===== config.mk =====
export PLATFORM = sky130hd
export DESIGN_NAME = decode_stage
export DESIGN_NICKNAME = d
export VERILOG_FILES = /design/src/rtl/decode_stage.sv
export SDC_FILE = /design/constraint.sdc
export NUM_CORES = 1
export LEC_CHECK = 0
export CAP_MARGIN = 0
export CORE_ASPECT_RATIO = 1.75
export CORE_MARGIN = 4
export CORE_UTILIZATION = 45
export CTS_CLUSTER_DIAMETER = 60
export DETAILED_ROUTE_END_ITERATION = 10
export HOLD_SLACK_MARGIN = 0.1
export PLACE_DENSITY = 0.78
export SYNTH_ARGS = -nofsm -noshare
export SYNTH_HDL_FRONTEND = slang
export SYNTH_SLANG_ARGS = --single-unit

===== constraint.sdc =====
create_clock -name clk -period 6.7 [get_ports clk]
set_input_delay 0.67 -clock clk [delete_from_list [all_inputs] [get_ports clk]]
set_output_delay 0.67 -clock clk [all_outputs]
set_load 0.02 [all_outputs]

===== src/rtl/decode_stage.sv =====
// RV32I decode stage: registered decode fields behind a valid/ready handshake,
// with a pending-write scoreboard that stalls read-after-write hazards.
module decode_stage #(
    parameter int XLEN        = 32,
    parameter int NREGS       = 32,
    parameter int STALL_CNT_W = 16,
    localparam int REG_AW     = $clog2(NREGS)
) (
    input  logic                   clk,
    input  logic                   rst_n,
    input  logic                   flush,
    input  logic                   in_valid,
    output logic                   in_ready,
    input  logic [31:0]            in_inst,
    input  logic [XLEN-1:0]        in_pc,
    output logic                   out_valid,
    input  logic                   out_ready,
    output logic [XLEN-1:0]        out_pc,
    output logic [31:0]            out_inst,
    output logic [REG_AW-1:0]      out_rs1,
    output logic [REG_AW-1:0]      out_rs2,
    output logic [REG_AW-1:0]      out_rd,
    output logic                   out_reg_we,
    output logic [1:0]             out_wb_sel,
    output logic                   out_illegal,
    input  logic                   wb_valid,
    input  logic [REG_AW-1:0]      wb_rd,
    output logic [STALL_CNT_W-1:0] stall_cnt
);
    localparam logic [6:0] OP_LOAD = 7'b0000011, OP_MISC = 7'b0001111,
                           OP_IMM  = 7'b0010011, OP_AUIPC = 7'b0010111,
                           OP_STORE = 7'b0100011, OP_OP = 7'b0110011,
                           OP_LUI  = 7'b0110111, OP_BRANCH = 7'b1100011,
                           OP_JALR = 7'b1100111, OP_JAL = 7'b1101111,
                           OP_SYS  = 7'b1110011;

    localparam logic [1:0] WB_ALU = 2'd0, WB_MEM = 2'd1, WB_PC4 = 2'd2, WB_SYS = 2'd3;

    logic [NREGS-1:0]  sb, sb_nxt;
    logic [REG_AW-1:0] rs1, rs2, rd;
    logic              we, illegal, use_rs1, use_rs2, hazard, issue, room;
    logic [1:0]        wb_sel;

    assign rs1 = REG_AW'(in_inst[19:15]);
    assign rs2 = REG_AW'(in_inst[24:20]);
    assign rd  = REG_AW'(in_inst[11:7]);

    always_comb begin
        we      = 1'b0;
        wb_sel  = WB_ALU;
        illegal = 1'b0;
        use_rs1 = 1'b1;
        use_rs2 = 1'b0;
        unique case (in_inst[6:0])
            OP_OP:               begin we = 1'b1; use_rs2 = 1'b1; end
            OP_IMM:              we = 1'b1;
            OP_LUI, OP_AUIPC:    begin we = 1'b1; use_rs1 = 1'b0; end
            OP_LOAD:             begin we = 1'b1; wb_sel = WB_MEM; end
            OP_JAL:              begin we = 1'b1; wb_sel = WB_PC4; use_rs1 = 1'b0; end
            OP_JALR:             begin we = 1'b1; wb_sel = WB_PC4; end
            OP_SYS:              begin we = 1'b1; wb_sel = WB_SYS; end
            OP_STORE, OP_BRANCH: use_rs2 = 1'b1;
            OP_MISC:             use_rs1 = 1'b0;
            default:             begin illegal = 1'b1; use_rs1 = 1'b0; end
        endcase
        // Quadrant bits are part of every legal opcode above; kept explicit for clarity.
        if (in_inst[1:0] != 2'b11) begin
            illegal = 1'b1;
            we      = 1'b0;
            use_rs1 = 1'b0;
            use_rs2 = 1'b0;
        end
        if (rd == '0) we = 1'b0;
    end

    // Registered scoreboard only; a same-cycle writeback does not unblock.
    assign hazard   = (use_rs1 && sb[rs1]) || (use_rs2 && sb[rs2]);
    assign room     = !out_valid || out_ready;
    assign in_ready = rst_n && !flush && !hazard && room;
    assign issue    = in_valid && in_ready;

    always_comb begin
        sb_nxt = sb;
        if (wb_valid) sb_nxt[wb_rd] = 1'b0;
        if (issue && we) sb_nxt[rd] = 1'b1;   // set after clear: set wins
    end

    always_ff @(posedge clk) begin
        if (!rst_n) begin
            out_valid   <= 1'b0;
            out_pc      <= '0;
            out_inst    <= '0;
            out_rs1     <= '0;
            out_rs2     <= '0;
            out_rd      <= '0;
            out_reg_we  <= 1'b0;
            out_wb_sel  <= '0;
            out_illegal <= 1'b0;
            sb          <= '0;
            stall_cnt   <= '0;
        end else begin
            if (flush) begin
                out_valid <= 1'b0;
                sb        <= '0;
            end else begin
                sb <= sb_nxt;
                if (issue) begin
                    out_valid   <= 1'b1;
                    out_pc      <= in_pc;
                    out_inst    <= in_inst;
                    out_rs1     <= rs1;
                    out_rs2     <= rs2;
                    out_rd      <= rd;
                    out_reg_we  <= we;
                    out_wb_sel  <= wb_sel;
                    out_illegal <= illegal;
                end else if (out_valid && out_ready) begin
                    out_valid <= 1'b0;
                end
                if (in_valid && hazard && room && !(&stall_cnt))
                    stall_cnt <= stall_cnt + STALL_CNT_W'(1);
            end
        end
    end
endmodule


Yosys cells after proc, flatten, opt, wreduce, memory -nomap -nowiden:

Index checks and enable logic that the tools add are counted.

* $add $sub $neg: 1
* $lt $le $gt $ge: 6
* equal/unequal tests: 12
* multiplexer cells: 22
* bitwise logic cells: 5
* reductions and logical operators: 30

Operators with widths (count)
* $mux 32: 2
* $and 32x32->32: 1
* $not 32->32: 1
* $or 32x32->32: 1
* $eq 7x7->1 const B: 4
* $lt 5x6->1 const B: 4
* $eq 7x6->1 const B: 3
* $add 16x1->16 const B: 1
* $reduce_and 16->1: 1
* $mux 1: 15
* $eq 7x5->1 const B: 2
* $logic_and 1x1->1: 13
* $reduce_or 11->1: 1
* $bmux 1 s5: 2
* $demux 1 s5: 2
* $ge 5x1->1 const B: 2
* $reduce_or 8->1: 1
* $eq 7x2->1 const B: 1
* $eq 7x4->1 const B: 1
* $reduce_or 7->1: 1
* $pmux 2 s3: 1
* $logic_not 5->1: 1
* $logic_not 1->1: 4
* $reduce_and 2->1: 2
* 6 further kinds: 9

* register bits after elaboration: 132
* bits of input ports: 75
* output and inout bits: 101
* word-level logic and storage cells: 87

Depth between registers and ports, before layout:

Gate-level depths: netlist (run 1).

* depth after elaboration: 12
* gate-level depth with buffers: 11
* gate-level depth less buffers: 6

Worst setup path after synthesis (run 1):

Ideal clock, no wire load.

* path type: input-to-output
* from: in in_inst[20]
* to: out in_ready
* data arrival time: 2.726 ns
* data required time: 6.030 ns
* setup slack: 3.304 ns
* cell stages on the path: 8
* buffers on the path: 3
* path through: clkbuf_1 -> mux4_2 -> mux2i_1 -> nand3b_1 -> a32oi_2 -> buf_6 -> clkbuf_1 -> and3_1

* longest elaborated chain between the ends: 7

RTL lines
* start, declared: RTL line 14 `input logic [31:0] in_inst,`
* $bmux 1 s5: RTL line 77 `assign hazard = (use_rs1 && sb[rs1]) || (use_rs2 && sb[rs2]);`
* $mux 1 (implied by the code): RTL line 77
* $logic_and 1x1->1: RTL line 77
* $logic_or 1x1->1: RTL line 77
* $logic_not 1->1: RTL line 79 `assign in_ready = rst_n && !flush && !hazard && room;`
* $logic_and 1x1->1 (2 in series): RTL line 79
* end, declared: RTL line 13 `output logic in_ready,`

No other way between the ends. The select of a mux whose other input is x is not followed.

Final worst setup path (run 1):

* from: in in_inst[17]
* to: out in_ready

The elaborated chain is that of the path after synthesis.

==> results of run 1 <==
-- per-stage QoR --
stage,total power [mW],hold slack (ns),utilization
after floorplan,0.8563,0.4568,-
after global routing,1.896,0.4750,0.6449
after global placement,0.9703,0.4440,0.5968
after detailed placement,0.9761,0.4490,0.5968
final,1.841,0.4557,0.6449
after CTS,1.849,0.4588,0.6449
-- layout make-up --
| type | count | area [um^2] | area share |
|---|---|---|---|
| multi-input cells | 454 | 2823 | 0.3646 |
| repair buffers | 179 | 1777 | 0.2295 |
| flip-flops and latches | 117 | 2342 | 0.3026 |
| clock inverters | 12 | 131.4 | 0.01697 |
| inverters | 4 | 15.01 | 0.001940 |
| well taps | 165 | 206.4 | 0.02667 |
| clock buffers | 20 | 446.7 | 0.05770 |
-- worst min-delay path by stage --
stage	startpoint	endpoint	slack [ns]	cells past startpoint
floorplan	sb[0]$_SDFF_PP0_	sb[0]$_SDFF_PP0_	0.46	1
global placement	out_pc[21]$_SDFFE_PN0P_	out_pc[21]$_SDFFE_PN0P_	0.44	2
detailed placement	out_pc[31]$_SDFFE_PN0P_	out_pc[31]$_SDFFE_PN0P_	0.45	2
CTS	out_pc[31]$_SDFFE_PN0P_	out_pc[31]$_SDFFE_PN0P_	0.46	2
global route	out_pc[31]$_SDFFE_PN0P_	out_pc[31]$_SDFFE_PN0P_	0.47	2
finish	out_pc[0]$_SDFFE_PN0P_	out_pc[0]$_SDFFE_PN0P_	0.46	2
-- per-layer routing --
layer  vias up  GRT usage
met1      2708     0.2658
met4         0     0.1640
met3        57    0.04185
met5         -          0
met2       279     0.4684
li1       2612          -
-- synthesized netlist by cell type (2+ instances only) --
| cell | n | area share |
|---|---|---|
| buf_1 | 7 | 0.0048 |
| buf_2 | 3 | 0.0027 |
| nand3_1 | 81 | 0.074 |
| or4_1 | 8 | 0.011 |
| mux2i_1 | 27 | 0.049 |
| nor3_1 | 4 | 0.0036 |
| nand3b_1 | 8 | 0.011 |
| o31a_1 | 2 | 0.0032 |
| or3b_2 | 3 | 0.0048 |
| clkbuf_1 | 38 | 0.026 |
| and3_1 | 4 | 0.0046 |
| nand2_1 | 83 | 0.057 |
| o21ai_0 | 95 | 0.087 |
| buf_4 | 15 | 0.020 |
| nor2_1 | 11 | 0.0075 |
| buf_6 | 2 | 0.0041 |
| o41ai_1 | 8 | 0.013 |
| a21oi_1 | 17 | 0.015 |
| nor2b_1 | 9 | 0.010 |
| or3_1 | 2 | 0.0023 |
| and2_1 | 6 | 0.0068 |
| dfxtp_1 | 117 | 0.43 |
| nor4_1 | 2 | 0.0023 |
| a221oi_1 | 2 | 0.0032 |
| o31ai_1 | 8 | 0.011 |
| mux4_2 | 11 | 0.045 |
| o211ai_1 | 32 | 0.044 |
| nand2b_1 | 6 | 0.0068 |
| o21a_1 | 2 | 0.0027 |
| inv_1 | 4 | 0.0027 |
| nand4_1 | 8 | 0.0091 |
-- cell families (layout without fill, tap and decap cells) --
family,count (synthesis),after routing,synth area share
simple gates,240,240,0.2176
compound gates,175,175,0.1953
flops,117,117,0.4261
buf+inv,70,215,0.06442
mux,38,38,0.09424
fa+ha+maj,1,1,0.002276
-- worst min-delay path: cells and delay by family (launching register included) --
kind            cells  cell delay, ns
compound gates      1            0.06
flops               1            0.30
simple gates        1            0.04
-- state kept, by name (all words and copies together) (netlist names) --
signal and flops:
out_wb_sel 2, out_illegal 1, out_pc 32, out_valid 1
out_reg_we 1, sb 32, out_inst 32, stall_cnt 16
-- report_power, final --
group	total (mW)	switching [mW]	internal (mW)
Sequential	0.731	0.0130	0.718
Clock	0.879	0.324	0.556
Combinational	0.230	0.124	0.107
==> impl_metrics.tcl, run 1 <==
set metrics [dict create \
    outcome "complete, no violations" \
    fin_crit_sh 0.6741 \
    io_buffers 175 \
    setup.worst_path.end "in_ready" \
    cts_tree "yes" \
    cts.reportedPaths.clkPinSlew_ns 0.06 \
    grt_pass1_vias 5494 \
    hp-class "reg -> reg" \
    path_class "in -> out" \
    clockBufferDepth 2 \
    worst_pin_slew_ns 1.255 \
    ys_seq_elements 117 \
    synth.net_count 717 \
    rsz0062_at_grt "false" \
    period_needed_ns 4.517 \
    cts_sinks 117 \
    wl_met1_um 6380 \
    finClkSkew_ns 0.007043 \
    crit_path_start_kind "input pin" \
    path_max_fanout 17 \
    synth_warnings 0 \
    place_ws_ns 2.140 \
    start_util 0.4579 \
    n_antenna_cell 0 \
    num_rows 53 \
    insertion_delay_ns 0.41 \
    antenna_left 0 \
    layout_setup_ws_ns 2.183 \
    cp_slowest_stage_delay_ns 1.07 \
    relSlewSlack 0.1616 \
    synth_cell_types 47 \
    nFillCells 1026 \
    cp_common_cell "clkdlybuf4s50_1" \
    final_cell_area_mm2 0.007741 \
    fin_nets 849 \
    hold_viol_final 0 \
    area_growth_syn_to_layout_pct 40.84 \
    fin_cells 951 \
    syn_inst 641 \
    cp-startpoint "in_inst[17]" \
    cts_inserted_buffers 17 \
    post_cts_buffers 0 \
    leakage_nw 2.598 \
    final_common_cell "clkdlybuf4s50_1" \
    rr_worst_depth 7 \
    crit_arrival_ns 3.85 \
    place.gp.congestion 0.9536 \
    final.setup.tns_ns 0 \
    grt_pass1_wl_um 28770 \
    syn_avg_cell_area_um2 8.575 \
    wl_um 18490 \
    fmax_mhz 221.4 \
    top_layer_used "met4" \
    place_area_mm2 0.007163 \
    cp-end-kind "output pin" \
    grtUsageTotal 0.2562 \
    drt-initial-drc-count 457 \
    cp_cell_sequence "clkdlybuf4s50_1 -> mux2i_1 -> mux4_2 -> a222oi_1 -> a32oi_4 -> and3_1 -> clkdlybuf4s50_1" \
    async_flop_share 0 \
    place_hpwl_um 13300 \
    slew_viol_final 0 \
    synth_top_flop_cell "dfxtp_1" \
    grt_max_degree 97 \
    drc 0 \
    cts_repair_resize_count 0 \
    ctsHoldBuffers 0 \
    wl_met3_um 1199 \
    worstPathRequired_ns 6.03 \
    cts-root-buf "clkbuf_16" \
    maxCapViolCount 0 \
    powerDensity_mw_per_mm2 237.9 \
    overflow 0 \
    antenna_found_initial 0 \
    synthesis.area_mm2 0.005497 \
    wl_per_cell_um 19.44 \
    reg2reg_setup_slack_ns 3.23 \
    cp_top_family "buffers and inverters" \
    ir_drop_v 0.0001491 \
    via_count 5656 \
    rr_endpoint "sb[16]$_SDFF_PP0_" \
    worst-path-stages 7 \
    h-tree-depth 4 \
    critical_path.slowest_cell "clkdlybuf4s50_1" \
    dieArea_mm2 0.01412 \
    die_h_um 154.2 \
    dp_cells 919 \
    vias_per_cell 5.947 \
    final_cell_mix "174 x clkdlybuf4s50_1, 117 x dfxtp_1, 95 x o21ai_0, 83 x nand2_1, 81 x nand3_1" \
    die_w_um 91.55 \
    yosysSeqAreaShare 0.4261 \
    worst-path-buf-inv 2 \
    finalSetupViolations 0 \
    synth_enable_flop_cells 0 \
    first_pass_iters 5 \
    io_pins 176 \
    dr_wl_met2_um 9940 \
    coreArea_mm2 0.01200 \
    drive_gt1_frac 0.06997 \
    rr_startpoint "sb[8]$_SDFF_PP0_" \
]
No activity file was read; power rests on OpenSTA's default activity.
==> inputs of run 2 (changes only) <==
Clock period 6.7 ns to 4.25 ns, I/O delays scaled along.
==> run 2 against run 1 <==
Net effect:
- clock skew about the same
- sequential cell count unchanged
- total power increased by 57%
- sequential share of layout area decreased by 0.21 points
- via count decreased by 0.18%
- final area increased by 0.70%
- non-clock buffer count increased by 6
- hold slack about the same
- cell count increased by 0.63%
==> impl_metrics.tcl, run 2 (synthesis results as in run 1) <==
set metrics [dict create \
    wl_um 18070 \
    post_cts_buffers 0 \
    path_max_fanout 8 \
    pwr-share-seq 0.399 \
    drc 0 \
    ir_drop_v 0.0003127 \
    maxCapViolCount 0 \
    ctsHoldBuffers 0 \
    die_w_um 91.55 \
    cp-end-kind "output pin" \
    crit_path_start_kind "input pin" \
    slew_viol_final 0 \
    hold_viol_final 0 \
    overflow 0 \
    num_rows 53 \
    hp-class "reg -> reg" \
    holdPathEnd "out_pc[23]$_SDFFE_PN0P_" \
    p_clk_frac 0.475 \
    rr_endpoint "stall_cnt[7]$_SDFFE_PN0P_" \
    clockBufferDepth 2 \
    fin_crit_sh 0.8715 \
    relSlewSlack 0.4578 \
    holdCritStartpoint "out_pc[23]$_SDFFE_PN0P_" \
    final.setup.tns_ns 0 \
    cts_inserted_buffers 17 \
    cts_tree "yes" \
    wl_per_cell_um 18.89 \
    outcome "complete, no violations" \
    io_buffers 175 \
    finClkSkew_ns 0.007527 \
    final_common_cell "clkdlybuf4s50_1" \
    grt_max_degree 79 \
    cts_sinks 117 \
    fin_nets 855 \
    vias_per_cell 5.900 \
    grt_pass1_vias 5570 \
    cp_cell_sequence "clkdlybuf4s50_1 -> mux4_2 -> mux2i_1 -> nand3b_1 -> a32oi_4 -> and3_1 -> clkdlybuf4s50_1" \
    critical_path.slowest_cell "clkdlybuf4s50_1" \
    switching_share 0.2474 \
    reg2reg_setup_slack_ns 1.42 \
    cp_common_cell "clkdlybuf4s50_1" \
    grt_pass1_wl_um 28980 \
    fin_cells 957 \
    p_int_mw 2.174 \
    drive_gt1_frac 0.07955 \
    worst-path-buf-inv 2 \
    fmax_mhz 270.0 \
    die_h_um 154.2 \
    dp_cells 925 \
    nFillCells 993 \
    finalSetupViolations 0 \
    place.gp.congestion 0.9925 \
    period_needed_ns 3.704 \
    cts_repair_resize_count 0 \
    whs_path_depth 2 \
    n_antenna_cell 0 \
    cts.reportedPaths.clkPinSlew_ns 0.05 \
    antenna_found_initial 0 \
    reg_top3 "out_inst (32), out_pc (32), sb (32)" \
    utilization 0.6494 \
    total_power_mw 2.889 \
    comb_power_share 0.126 \
    h-tree-depth 4 \
    worstPathRequired_ns 3.83 \
    dieArea_mm2 0.01412 \
    p_switching_uw 714.6 \
    coreArea_mm2 0.01200 \
    leakage_nw 2.643 \
    cp_top_family "buffers and inverters" \
    path_class "in -> out" \
    grtUsageTotal 0.2594 \
    antenna_left 0 \
    cp_slowest_stage_delay_ns 0.78 \
    place_hpwl_um 13360 \
    final_cell_mix "174 x clkdlybuf4s50_1, 117 x dfxtp_1, 95 x o21ai_0, 83 x nand2_1, 81 x nand3_1" \
    cts-root-buf "clkbuf_16" \
    first_pass_iters 6 \
    via_count 5646 \
    drt-initial-drc-count 306 \
    insertion_delay_ns 0.41 \
    rsz0062_at_grt "false" \
    rr_worst_depth 7 \
    start_util 0.4579 \
    crit_arrival_ns 3.28 \
    worst_pin_slew_ns 0.8133 \
    rr_startpoint "sb[2]$_SDFF_PP0_" \
    area_growth_syn_to_layout_pct 41.82 \
    powerDensity_mw_per_mm2 370.6 \
    io_pins 176 \
    whs_ns 0.4556 \
]
==> run 2: power by group through the flow <==
stage	Combinational, mW	Sequential (mW)	Clock [mW]
final	0.365	1.15	1.37
after CTS	0.365	1.15	1.39
after global routing	0.389	1.16	1.44
after detailed placement	0.364	1.18	0
after global placement	0.358	1.17	0
after floorplan	0.134	1.22	0
==> run 2: final cells by class <==
cell class                 instances  area [um^2]  share of cell area
tap                              165        206.4             0.02648
inverter                           4        15.01            0.001926
clock inverter                    14        135.1             0.01734
clock buffer                      18        439.2             0.05634
multi-input combinational        454         2823              0.3621
sequential                       117         2342              0.3005
timing repair buffer             185         1834              0.2353
==> run 2: tightest hold or removal path, delay by kind of cell (launching register included) <==
| family | cells | cell delay, ns |
|---|---|---|
| AND/OR/NAND/NOR | 1 | 0.05 |
| AO/OA/AOI/OAI | 1 | 0.06 |
| flip-flops | 1 | 0.30 |
==> run 2: how the worst max path moves through the flow <==
stage,start,endpoint,slack (ns),cells after the start
5_1_grt,in_inst[21],in_ready,0.39,7
3_3_place_gp,in_inst[21],in_ready,0.56,7
3_5_place_dp,in_inst[21],sb[16]$_SDFF_PP0_,0.48,8
4_1_cts,in_inst[21],in_ready,0.53,7
2_1_floorplan,in_inst[20],in_ready,1.34,8
6_report,in_inst[21],in_ready,0.55,7
==> run 2: metrics by stage <==
stage	worst slack (ns)	cell area [um^2]
CTS	0.5310	7795
finish	0.5463	7795
floorplan	1.344	5497
detailed placement	0.4844	7221
global placement	0.5600	7221
global route	0.3940	7795
==> run 2: metal layers <==
| metal | vias to the layer above | track usage | routed length [um] |
|---|---|---|---|
| li1 | 2639 | - | - |
| met2 | 254 | 0.4740 | 9881 |
| met5 | - | 0 | 0 |
| met3 | 57 | 0.06521 | 1091 |
| met4 | 0 | 0.1439 | 881 |
| met1 | 2696 | 0.2643 | 6219 |
